$ cat config.mk
export PLATFORM = sky130hd
export DESIGN_NAME = mmcm_lock_ctrl
export DESIGN_NICKNAME = d
export VERILOG_FILES = /design/src/rtl/mmcm_lock_pkg.sv /design/src/rtl/sync_2ff.sv /design/src/rtl/mmcm_lock_ctrl.sv
export SDC_FILE = /design/constraint.sdc
export NUM_CORES = 1
export LEC_CHECK = 0
export BUFFER_PORTS_ARGS = -buffer_cell sky130_fd_sc_hd__buf_2
export CORE_UTILIZATION = 50
export CTS_BUF_LIST = sky130_fd_sc_hd__clkbuf_8
export DETAILED_ROUTE_END_ITERATION = 8
export PLACE_DENSITY = 0.7
export SLEW_MARGIN = 25
export SYNTH_ARGS = -nofsm -noshare
export SYNTH_HDL_FRONTEND = slang
export SYNTH_SLANG_ARGS = --single-unit
$ cat constraint.sdc
create_clock -name sys_clk -period 2.1 [get_ports sys_clk]
set_input_delay 0.42 -clock sys_clk [delete_from_list [all_inputs] [get_ports sys_clk]]
set_output_delay 0.42 -clock sys_clk [all_outputs]
set_load 0.05 [all_outputs]
$ cat src/rtl/mmcm_lock_pkg.sv
// Shared types and defaults for the MMCM lock controller.
package mmcm_lock_pkg;

   typedef enum logic [2:0] {
      S_RST,
      S_WAIT,
      S_STABLE,
      S_RUN,
      S_FAIL
   } lock_state_t;

   localparam int unsigned DEF_RST_PULSE_CYC    = 16;
   localparam int unsigned DEF_LOCK_TIMEOUT_CYC = 100000;
   localparam int unsigned DEF_LOCK_STABLE_CYC  = 1024;
   localparam int unsigned DEF_MAX_RETRY        = 3;
   localparam int unsigned LOSS_CNT_W           = 8;

   function automatic int unsigned max3(input int unsigned a, input int unsigned b,
                                        input int unsigned c);
      int unsigned m;
      m = (a > b) ? a : b;
      return (m > c) ? m : c;
   endfunction

endpackage

$ cat src/rtl/sync_2ff.sv
// Generic two-flop synchronizer; both stages reset to zero.
module sync_2ff #(
   parameter int unsigned WIDTH = 1
) (
   input  logic             clk,
   input  logic             rst_n,
   input  logic [WIDTH-1:0] d,
   output logic [WIDTH-1:0] q
);

   logic [WIDTH-1:0] meta_q;
   logic [WIDTH-1:0] sync_q;

   always_ff @(posedge clk or negedge rst_n) begin
      if (!rst_n) begin
         meta_q <= '0;
         sync_q <= '0;
      end else begin
         meta_q <= d;
         sync_q <= meta_q;
      end
   end

   assign q = sync_q;

endmodule

$ cat src/rtl/mmcm_lock_ctrl.sv
// MMCM reset sequencer: pulses reset, waits for lock with timeout/retry, qualifies
// lock stability and drives a registered downstream reset.
module mmcm_lock_ctrl
   import mmcm_lock_pkg::*;
#(
   parameter int unsigned RST_PULSE_CYC    = DEF_RST_PULSE_CYC,
   parameter int unsigned LOCK_TIMEOUT_CYC = DEF_LOCK_TIMEOUT_CYC,
   parameter int unsigned LOCK_STABLE_CYC  = DEF_LOCK_STABLE_CYC,
   parameter int unsigned MAX_RETRY        = DEF_MAX_RETRY
) (
   input  logic                           sys_clk,
   input  logic                           sys_rst_n,
   input  logic                           locked,
   input  logic                           err_clr,
   output logic                           mmcm_rst,
   output logic                           rst_out_n,
   output logic                           lock_err,
   output logic [$clog2(MAX_RETRY+1)-1:0] retry_cnt,
   output logic [LOSS_CNT_W-1:0]          loss_cnt
);

   localparam int unsigned RETRY_W = $clog2(MAX_RETRY + 1);
   localparam int unsigned CNT_MAX = max3(RST_PULSE_CYC, LOCK_TIMEOUT_CYC, LOCK_STABLE_CYC);
   // Counter only ever holds 0..CNT_MAX-1 before the state changes.
   localparam int unsigned CNT_W   = (CNT_MAX < 2) ? 1 : $clog2(CNT_MAX);

   localparam logic [CNT_W-1:0]   RST_LAST     = CNT_W'(RST_PULSE_CYC - 1);
   localparam logic [CNT_W-1:0]   TIMEOUT_LAST = CNT_W'(LOCK_TIMEOUT_CYC - 1);
   localparam logic [CNT_W-1:0]   STABLE_LAST  = CNT_W'(LOCK_STABLE_CYC - 1);
   localparam logic [RETRY_W-1:0] RETRY_LIMIT  = RETRY_W'(MAX_RETRY);

   logic                  locked_s;
   lock_state_t           state_q, state_d;
   logic [CNT_W-1:0]      cnt_q, cnt_d;
   logic [RETRY_W-1:0]    retry_q, retry_d, retry_inc;
   logic [LOSS_CNT_W-1:0] loss_q, loss_d;
   logic                  mmcm_rst_q, mmcm_rst_d;
   logic                  rst_out_n_q, rst_out_n_d;
   logic                  lock_err_q, lock_err_d;

   sync_2ff #(
      .WIDTH (1)
   ) u_lock_sync (
      .clk   (sys_clk),
      .rst_n (sys_rst_n),
      .d     (locked),
      .q     (locked_s)
   );

   assign retry_inc = retry_q + RETRY_W'(1);

   always_comb begin
      state_d = state_q;
      retry_d = retry_q;
      loss_d  = loss_q;
      unique case (state_q)
         S_RST: begin
            if (cnt_q == RST_LAST) state_d = S_WAIT;
         end
         S_WAIT: begin
            // A lock seen on the expiry cycle takes precedence over the timeout.
            if (locked_s) begin
               state_d = S_STABLE;
            end else if (cnt_q == TIMEOUT_LAST) begin
               retry_d = retry_inc;
               state_d = (retry_inc == RETRY_LIMIT) ? S_FAIL : S_RST;
            end
         end
         S_STABLE: begin
            if (!locked_s) begin
               state_d = S_WAIT;
            end else if (cnt_q == STABLE_LAST) begin
               state_d = S_RUN;
               retry_d = '0;
            end
         end
         S_RUN: begin
            if (!locked_s) begin
               state_d = S_RST;
               if (loss_q != '1) loss_d = loss_q + LOSS_CNT_W'(1);
            end
         end
         S_FAIL: begin
            if (err_clr) begin
               state_d = S_RST;
               retry_d = '0;
            end
         end
         default: state_d = S_RST;
      endcase

      cnt_d = cnt_q;
      if (state_d != state_q) begin
         cnt_d = '0;
      end else if (state_q inside {S_RST, S_WAIT, S_STABLE}) begin
         cnt_d = cnt_q + CNT_W'(1);
      end

      mmcm_rst_d  = (state_d == S_RST) || (state_d == S_FAIL);
      rst_out_n_d = (state_d == S_RUN);
      lock_err_d  = (state_d == S_FAIL);
   end

   always_ff @(posedge sys_clk or negedge sys_rst_n) begin
      if (!sys_rst_n) begin
         state_q     <= S_RST;
         cnt_q       <= '0;
         retry_q     <= '0;
         loss_q      <= '0;
         mmcm_rst_q  <= 1'b1;
         rst_out_n_q <= 1'b0;
         lock_err_q  <= 1'b0;
      end else begin
         state_q     <= state_d;
         cnt_q       <= cnt_d;
         retry_q     <= retry_d;
         loss_q      <= loss_d;
         mmcm_rst_q  <= mmcm_rst_d;
         rst_out_n_q <= rst_out_n_d;
         lock_err_q  <= lock_err_d;
      end
   end

   assign mmcm_rst  = mmcm_rst_q;
   assign rst_out_n = rst_out_n_q;
   assign lock_err  = lock_err_q;
   assign retry_cnt = retry_q;
   assign loss_cnt  = loss_q;

endmodule

# Word level (Yosys, flattened, before mapping)
# Cells that the tools add are included.
# Widths: inputs -> output; s select.
[op_classes] addsub=3 eq_ne=17 muxes=17 n_bitwise=1 reduce_logical=8
[ops] operator="$mux 17" count=2
[ops] operator="$mux 3" count=8
[ops] operator="$add 17x1->17 const B" count=1
[ops] operator="$eq 17x10->1 const B" count=1
[ops] operator="$eq 17x17->1 const B" count=1
[ops] operator="$eq 17x4->1 const B" count=1
[ops] operator="$pmux 3 s5" count=1
[ops] operator="$mux 2" count=5
[ops] operator="$eq 3x2->1 const B" count=3
[ops] operator="$add 8x1->8 const B" count=1
[ops] operator="$ne 2x2->1 const B" count=4
[ops] operator="$ne 8x8->1 const B" count=1
[ops] operator="$eq 3x3->1 const B" count=2
[ops] operator="$logic_not 3->1" count=2
[ops] operator="$pmux 2 s3" count=1
[ops] operator="$reduce_and 6->1" count=1
[ops] operator="$reduce_bool 3->1" count=2
[ops] operator="$eq 3x1->1 const B" count=1
[ops] operator="$ne 3x3->1" count=1
[ops] operator="$reduce_and 3->1" count=1
[ops] operator="$add 2x1->2 const B" count=1
[ops] operator="$eq 2x2->1 const B" count=1
[ops] operator="$ne 2x1->1 const B" count=1
[ops] operator="$reduce_bool 2->1" count=1
[ops] operator="other kinds (2)" count=2
[word_totals] regBits=35 out_inout_bits=13

# Longest topological paths before layout
# Gate-level depths: netlist of the first run.
[logic_depth] word_depth=8 depth_mapped=8 ltp_nobuf=6

# Modules after synthesis
# From an unflattened synthesis of the first run, not the netlist that was laid out.
[unflattened] cells_unflattened=192 area_unflattened_um2=1885.6
[modules_own_cells] module="mmcm_lock_ctrl" instances=1 cells_each=190 area_each_um2=1835.5 seq_area_each_um2=827.0
[modules_own_cells] module="sync_2ff" instances=1 cells_each=2 area_each_um2=50.0 seq_area_each_um2=50.0

# Least setup slack after synthesis of the first run
# Ideal clock, no wire load.
[synth_timing] path_type="flip-flop to flip-flop" from="reg loss_q[0], in the netlist loss_cnt[0]" to="reg loss_q[1], in the netlist loss_cnt[1]" setup_time_ns=0.125 t_arrival_ns=1.925 t_required_ns=1.975 slack_ns=0.051 stages_incl_launch_ff=5 n_path_buf=0 period_less_slack_ns=2.049 path_cell_list="dfrtp_1 > ha_1 > and3_1 > a311oi_2 > mux2_2"
[synth_between] elab_chain_len=2
[synth_rtl] element="start: declaration" line="mmcm_lock_ctrl.sv:36" text="logic [LOSS_CNT_W-1:0] loss_q, loss_d;"
[synth_rtl] element="start signal: assignment" line="mmcm_lock_ctrl.sv:117" text="loss_q <= loss_d;"
[synth_rtl] element="branches (longest 2 deep; another with $add 8x1->8)"
# Several ways; the timed one is not identified.
# A chain may end at the register's enable or synchronous reset.

# Final worst setup path of the first run
[layout_timing] from="reg cnt_q[5]" to="reg cnt_q[7]"
[layout_between] elab_chain_len=6
[layout_rtl] element="start: declaration" line="mmcm_lock_ctrl.sv:34" text="logic [CNT_W-1:0] cnt_q, cnt_d;"
[layout_rtl] element="start signal: assignment" line="mmcm_lock_ctrl.sv:115" text="cnt_q <= cnt_d;"
[layout_rtl] element="$eq 17x10->1 / $eq 17x17->1 (equally long branches)" line="mmcm_lock_ctrl.sv:72, mmcm_lock_ctrl.sv:64"
[layout_rtl] element="$mux 3, on equally long branches" line="mmcm_lock_ctrl.sv:72, mmcm_lock_ctrl.sv:64"
[layout_rtl] element="$mux 3, on equally long branches" line="mmcm_lock_ctrl.sv:70, mmcm_lock_ctrl.sv:62"
[layout_rtl] element="$pmux 3 s5" line="mmcm_lock_ctrl.sv:56" text="unique case (state_q)"
[layout_rtl] element="$ne 3x3->1" line="mmcm_lock_ctrl.sv:93" text="if (state_d != state_q) begin"
[layout_rtl] element="$mux 17 / $reduce_bool 2->1 (equally long branches)"
# Parallel ways exist; a longest one is shown, timed or not. The select of a mux whose other input is x is not followed.

==> metrics, run 1 <==
final WL=approximately 3400 um; pwr dens=about 1000 nW/um^2; vias in the first global route=1338; final cell count without fillers=243; drt first pass iters=4; Worst EP required=2280 ps; Final Hold Fails=0; dpl hpwl=2410 um; later-pin clock latency in the skew report=290 ps; TritonCTS clock tree=built; core box area=approximately 3400 sq um; FF+latch count, synth=35; Startpoint Class=flip-flop; Initial Utilization=0.533; Post-synth EDFFs=0; H-tree depth=2; status=finished, final reports clean; GRT Residual Overflow=0; Clk pin slew, worst setup/hold paths=70 ps; Placed Cells=234; # nets final=203; Leakage=0.929 nW; die height=62.1 um; Synthesis Warnings=0; critical path arrival=between 2000 and 2500 ps; Worst Tran Pin Value=~750 ps; RSZ-0062 raised after global routing=no; n_diodes=0; First DRT Iteration DRCs=43; Root Buffer=clkbuf_8; wire length per cell=approximately 14 um; # clock sinks=35; critical path class=flip-flop to flip-flop; first-pass GRT wire length=~5900 um; share of cells above drive strength 1=0.239; clock buffer depth=2; reg2reg setup slack=110 ps; Avg Inst Size Synth=10.5 sq um; Min-Delay Path Class=input pin to asynchronous set/reset pin; max-slew violations=0; total CTS buffers=5; Slew headroom=0.501; Max IR drop VDD=between 0.3 and 0.4 mV; fillers=between 200 and 300; final core utilization=0.629; total vias in the final route=1348; Max Clk Rate=0.502 GHz; Remaining DRCs=0; I/O pins=17; final antenna-violating net count=0; R2R depth=6; GRT Total Usage=0.198; Hold-fix buffers, CTS=0; area grow syn2layout=18.0%; syn_nets=179; min Tclk post-route=1990 ps; row count=21; ys flop type=dfrtp_1; DIE WIDTH=62.1 um; pin count of the biggest net entering global routing=36; Tcrit/Tclk final=0.949; worst-path fanout max=17; die area=between 3000 and 4000 sq um; Power, Total=2.23 mW; vias per inst=5.55; Port Buffers=16; initial antenna violation count=0; asr flop ratio synth=1.00; synth unique cells=38; cell count after synthesis=roughly 170; Setup Skew=between 3 and 4 ps; Max-Cap Viols=0; CP endpoint kind=flip-flop; cell area after synthesis=1810 sq um; sequential cell area fraction in the yosys report=0.485; Final setup viols=0; Final GP Congestion=approximately 0.78
==> state kept, by name (all words and copies together) (netlist names) <==
name and cells:
state_q 3, retry_cnt 2, rst_out_n 1, u_lock_sync.q 1
lock_err 1, loss_cnt 8, u_lock_sync.meta_q 1, cnt_q 17
mmcm_rst 1
==> routing by layer <==
layer | wire [um] | global-route usage
met5 | 0 | 0
met2 | 1700 | 0.328
met1 | 1510 | 0.243
met4 | 75 | 0.102
met3 | 123 | 0.0441
==> cell type report <==
cell class,count,area (sq um),area share
repair buffers,23,158,0.0739
flip-flops and latches,35,877,0.411
multi-input cells,126,886,0.415
clock buffers,5,68.8,0.0323
well taps,46,57.6,0.0270
clock inverters,3,67.6,0.0317
inverters,5,18.8,0.00880
==> critical path, cell delays in order, from the launching register on <==
cell	delay (ps)
dfrtp_1	420
or4b_4	580
nor4_4	320
nand2b_1	160
o21ai_4	170
buf_12	160
nor3_1	60
==> report_power, final <==
group          leakage, nW  total [mW]  switching [mW]  internal, mW
logic                0.394       0.641           0.376         0.266
clock network       0.0644       0.725           0.252         0.473
registers            0.471       0.865           0.105         0.760
==> path summary, 6_finish.rpt <==
kind                                    start                 end
max                                  cnt_q[5]            cnt_q[7]
min                                 sys_rst_n            cnt_q[2]
max reg2reg                          cnt_q[5]            cnt_q[7]
min reg2reg                u_lock_sync.meta_q       u_lock_sync.q
max in group asynchronous           sys_rst_n          state_q[0]
min in group sys_clk                   locked  u_lock_sync.meta_q
==> cell families (layout without fill, tap and decap cells) <==
group,Yosys count,after routing,share of synthesized area
and+or+nand+nor,85,85,0.276
DFF,35,35,0.485
xor gates and xnor gates,23,23,0.111
AOI/OAI and AO/OA,13,13,0.0630
buffers and inverters,11,36,0.0318
adders and majority gates,3,3,0.0208
muxes,2,2,0.0118
==> through the flow <==
step           setup TNS (ps)  hold slack (ps)  area (sq um)  worst slack, ps
2_1_floorplan               0              124          1810             50.5
3_3_place_gp                0              334          1960             94.0
3_5_place_dp             -314              336          1960            -46.4
4_1_cts                     0              223          2120             38.1
5_1_grt                     0              219          2130             16.1
6_report                    0              190          2130              106
==> Yosys cell counts (all sizes together) (3+ instances only) <==
cell / n / area, sq um
ha: 3 / 37.5
o21ai: 3 / 26.3
buf: 3 / 27.5
nand4: 12 / 75.1
nand3: 6 / 30.0
xor2: 6 / 52.6
clkbuf: 3 / 11.3
a21oi: 3 / 18.8
xnor2: 17 / 149
and3: 6 / 38.8
dfrtp: 34 / 851
nor2: 17 / 71.3
nand2: 12 / 45.0
o22ai: 4 / 25.0
inv: 5 / 18.8
nor4: 3 / 33.8
nor3: 17 / 85.1
==> cells in the final DEF, fill, tap and decap left out, drive strengths merged <==
cell,netlist,layout
xor2,6,6
nand3b,2,2
and2,2,2
inv,5,5
ha,3,3
or4bb,1,1
buf,3,23
xnor2,17,17
and4,2,2
nand4,12,12
mux2,1,1
nand3,6,6
nor3,17,17
nor4,3,3
nor2,17,17
nand2,12,12
nand4bb,1,1
a31oi,1,1
a311oi,1,1
and3,6,6
clkbuf,3,5
a211oi,1,1
clkinvlp,0,1
a21oi,3,3
mux2i,1,1
o21ai,3,3
dfstp,1,1
o22ai,4,4
nand4b,1,1
dfrtp,34,34
or4b,1,1
nand2b,2,2
bufinv,0,2
==> timing repair <==
item,4_1_cts,5_1_grt
buffers inserted,1,0
endpoints found under the setup margin,10,11
resized for setup,0,2
pin swaps,1,0
No activity file was read; power rests on OpenSTA's default activity.
==> run 2, diff against run 1 <==
Settings changed: RECOVER_POWER set to 100.
==> run 2 against run 1 <==
Compared with the run above:
- the flow now finishes with violations (max-capacitance violations, max-slew violations)
- clock power hardly changed
- maximum frequency hardly changed
- register-to-register slack hardly changed
- cell area is 1.6% lower
- first-iteration DRC count is 4.7% higher
- routed wire length is 0.15% lower
- non-clock buffer count stayed put
- worst hold slack better by 40 ps
- via count hardly changed
- die area stayed put
- critical endpoint is now rst_out_n
- largest cell class is now sequential cells
==> metrics, run 2 (synthesis gave the netlist of run 1 again) <==
Worst Tran Pin Value=1790 ps (was 748 ps); Final setup viols=0 (unchanged); Remaining DRCs=0 (unchanged); core box area=3390 sq um (unchanged); wire length per cell=14.0 um (about the same); # nets final=203 (unchanged); Root Buffer=clkbuf_8 (unchanged); share of cells above drive strength 1=0.147 (was 0.239); critical path arrival=2170 ps (about the same); Placed Cells=234 (unchanged); final antenna-violating net count=0 (unchanged); # clock sinks=35 (unchanged); row count=21 (unchanged); Port Buffers=16 (unchanged); TritonCTS clock tree=built (unchanged); commonest non-fill, non-tap cells in the layout=dfrtp_1, nor3_1, xnor2_1 (unchanged); failing checks=max-capacitance violations, max-slew violations; status=complete, but fails checks (was finished, final reports clean); I/O pins=17 (unchanged); Setup Skew=3.32 ps (was 3.62 ps); die height=62.1 um (unchanged); final WL=3400 um (was 3410 um); Tcrit/Tclk final=0.949 (about the same); drt first pass iters=4 (unchanged); first-pass GRT wire length=5900 um (unchanged); max reg flops=17 (unchanged); CP endpoint kind=flip-flop (unchanged); Final Hold Fails=0 (unchanged); later-pin clock latency in the skew report=290 ps (about the same); critical path class=flip-flop to flip-flop (unchanged); vias per inst=5.55 (about the same); Final GP Congestion=0.782 (unchanged); total CTS buffers=5 (unchanged); Clk pin slew, worst setup/hold paths=70 ps (about the same); H-tree depth=2 (unchanged); Startpoint Class=flip-flop (unchanged); area grow syn2layout=16.1% (was 18.0%); Max Clk Rate=0.502 GHz (about the same); Hold-fix buffers, CTS=0 (unchanged); Largest Register=cnt_q (unchanged); Initial Utilization=0.533 (unchanged); clock buffer depth=2 (unchanged); DIE WIDTH=62.1 um (unchanged); Final TNS setup=0 ps (unchanged); RSZ-0062 raised after global routing=no (unchanged); worst-path fanout max=4 (was 17); GRT Total Usage=0.198 (unchanged); final core utilization=0.619 (was 0.629); vias in the first global route=1338 (unchanged); Power, Total=2.22 mW (was 2.23 mW); First DRT Iteration DRCs=45 (was 43); Slew headroom=-0.193 (was 0.501); n_diodes=0 (unchanged); min Tclk post-route=1990 ps (about the same); max-slew violations=36 (was 0); total vias in the final route=1349 (was 1348); initial antenna violation count=0 (unchanged); Max-Cap Viols=1 (was 0); dpl hpwl=2410 um (unchanged); pwr dens=1060 nW/um^2 (was 1050 nW/um^2); Leakage=0.866 nW (was 0.929 nW); final cell count without fillers=243 (unchanged); Min-Delay Path Class=input pin to flip-flop (was input pin to asynchronous set/reset pin); die area=3860 sq um (unchanged); Max IR drop VDD=0.344 mV (was 0.346 mV); pin count of the biggest net entering global routing=36 (unchanged); GRT Residual Overflow=0 (unchanged); commonest non-fill, non-tap cell in the layout=dfrtp_1 (unchanged); Worst EP required=2280 ps (about the same)
==> run 2: layer usage <==
metal,up-vias,part of all wire,global-route usage
met4,0,0.021,0.102
met1,657,0.45,0.243
li1,659,-,-
met3,10,0.031,0.0441
met5,-,0,0
met2,23,0.50,0.328
==> run 2: critical path, stage by stage (launching register included) <==
cell	delay [ps]
dfrtp_1	420
or4b_4	580
nor4_4	320
o22ai_2	140
nand4b_1	240
and2_0	170
==> run 2: what timing repair did <==
item / in CTS / in global routing
endpoints found under the setup margin: 10 / 11
hold endpoints to repair: 0 / 0
gates resized for setup: 0 / 2
pin swaps: 1 / 0
setup buffers: 1 / 0
==> run 2: power breakdown <==
group	switching [mW]	total, mW	internal, mW
clock network	0.250	0.723	0.473
logic	0.374	0.633	0.259
registers	0.105	0.865	0.760
total	0.728	2.22	1.49
==> run 2: final cells by class <==
cell class	count	area [sq um]
clock inverters	3	67.6
multi-input cells	126	877
repair buffers	23	133
inverters	5	18.8
clock buffers	5	68.8
well taps	46	57.6
fillers	303	1290
flip-flops and latches	35	877
==> run 2: final timing paths <==
path / endpoint / slack [ps] / cells after the start / from
setup reg to reg: rst_out_n / 110 / 5 / cnt_q[5]
hold / removal: u_lock_sync.meta_q / 230 / 1 / locked
max in group asynchronous: state_q[0] / 470 / 1 / sys_rst_n
min in group asynchronous: cnt_q[2] / 600 / 1 / sys_rst_n
hold reg to reg: u_lock_sync.q / 350 / 0 / u_lock_sync.meta_q
setup / recovery: rst_out_n / 110 / 5 / cnt_q[5]
==> run 2: metrics by stage <==
stage | worst slack, ps | instance area [sq um] | hold slack (ps)
2_1_floorplan | 50.5 | 1810 | 124
3_3_place_gp | 94.0 | 1960 | 334
3_5_place_dp | -46.4 | 1960 | 336
4_1_cts | 38.1 | 2120 | 223
5_1_grt | 11.7 | 2100 | 219
6_report | 108 | 2100 | 230
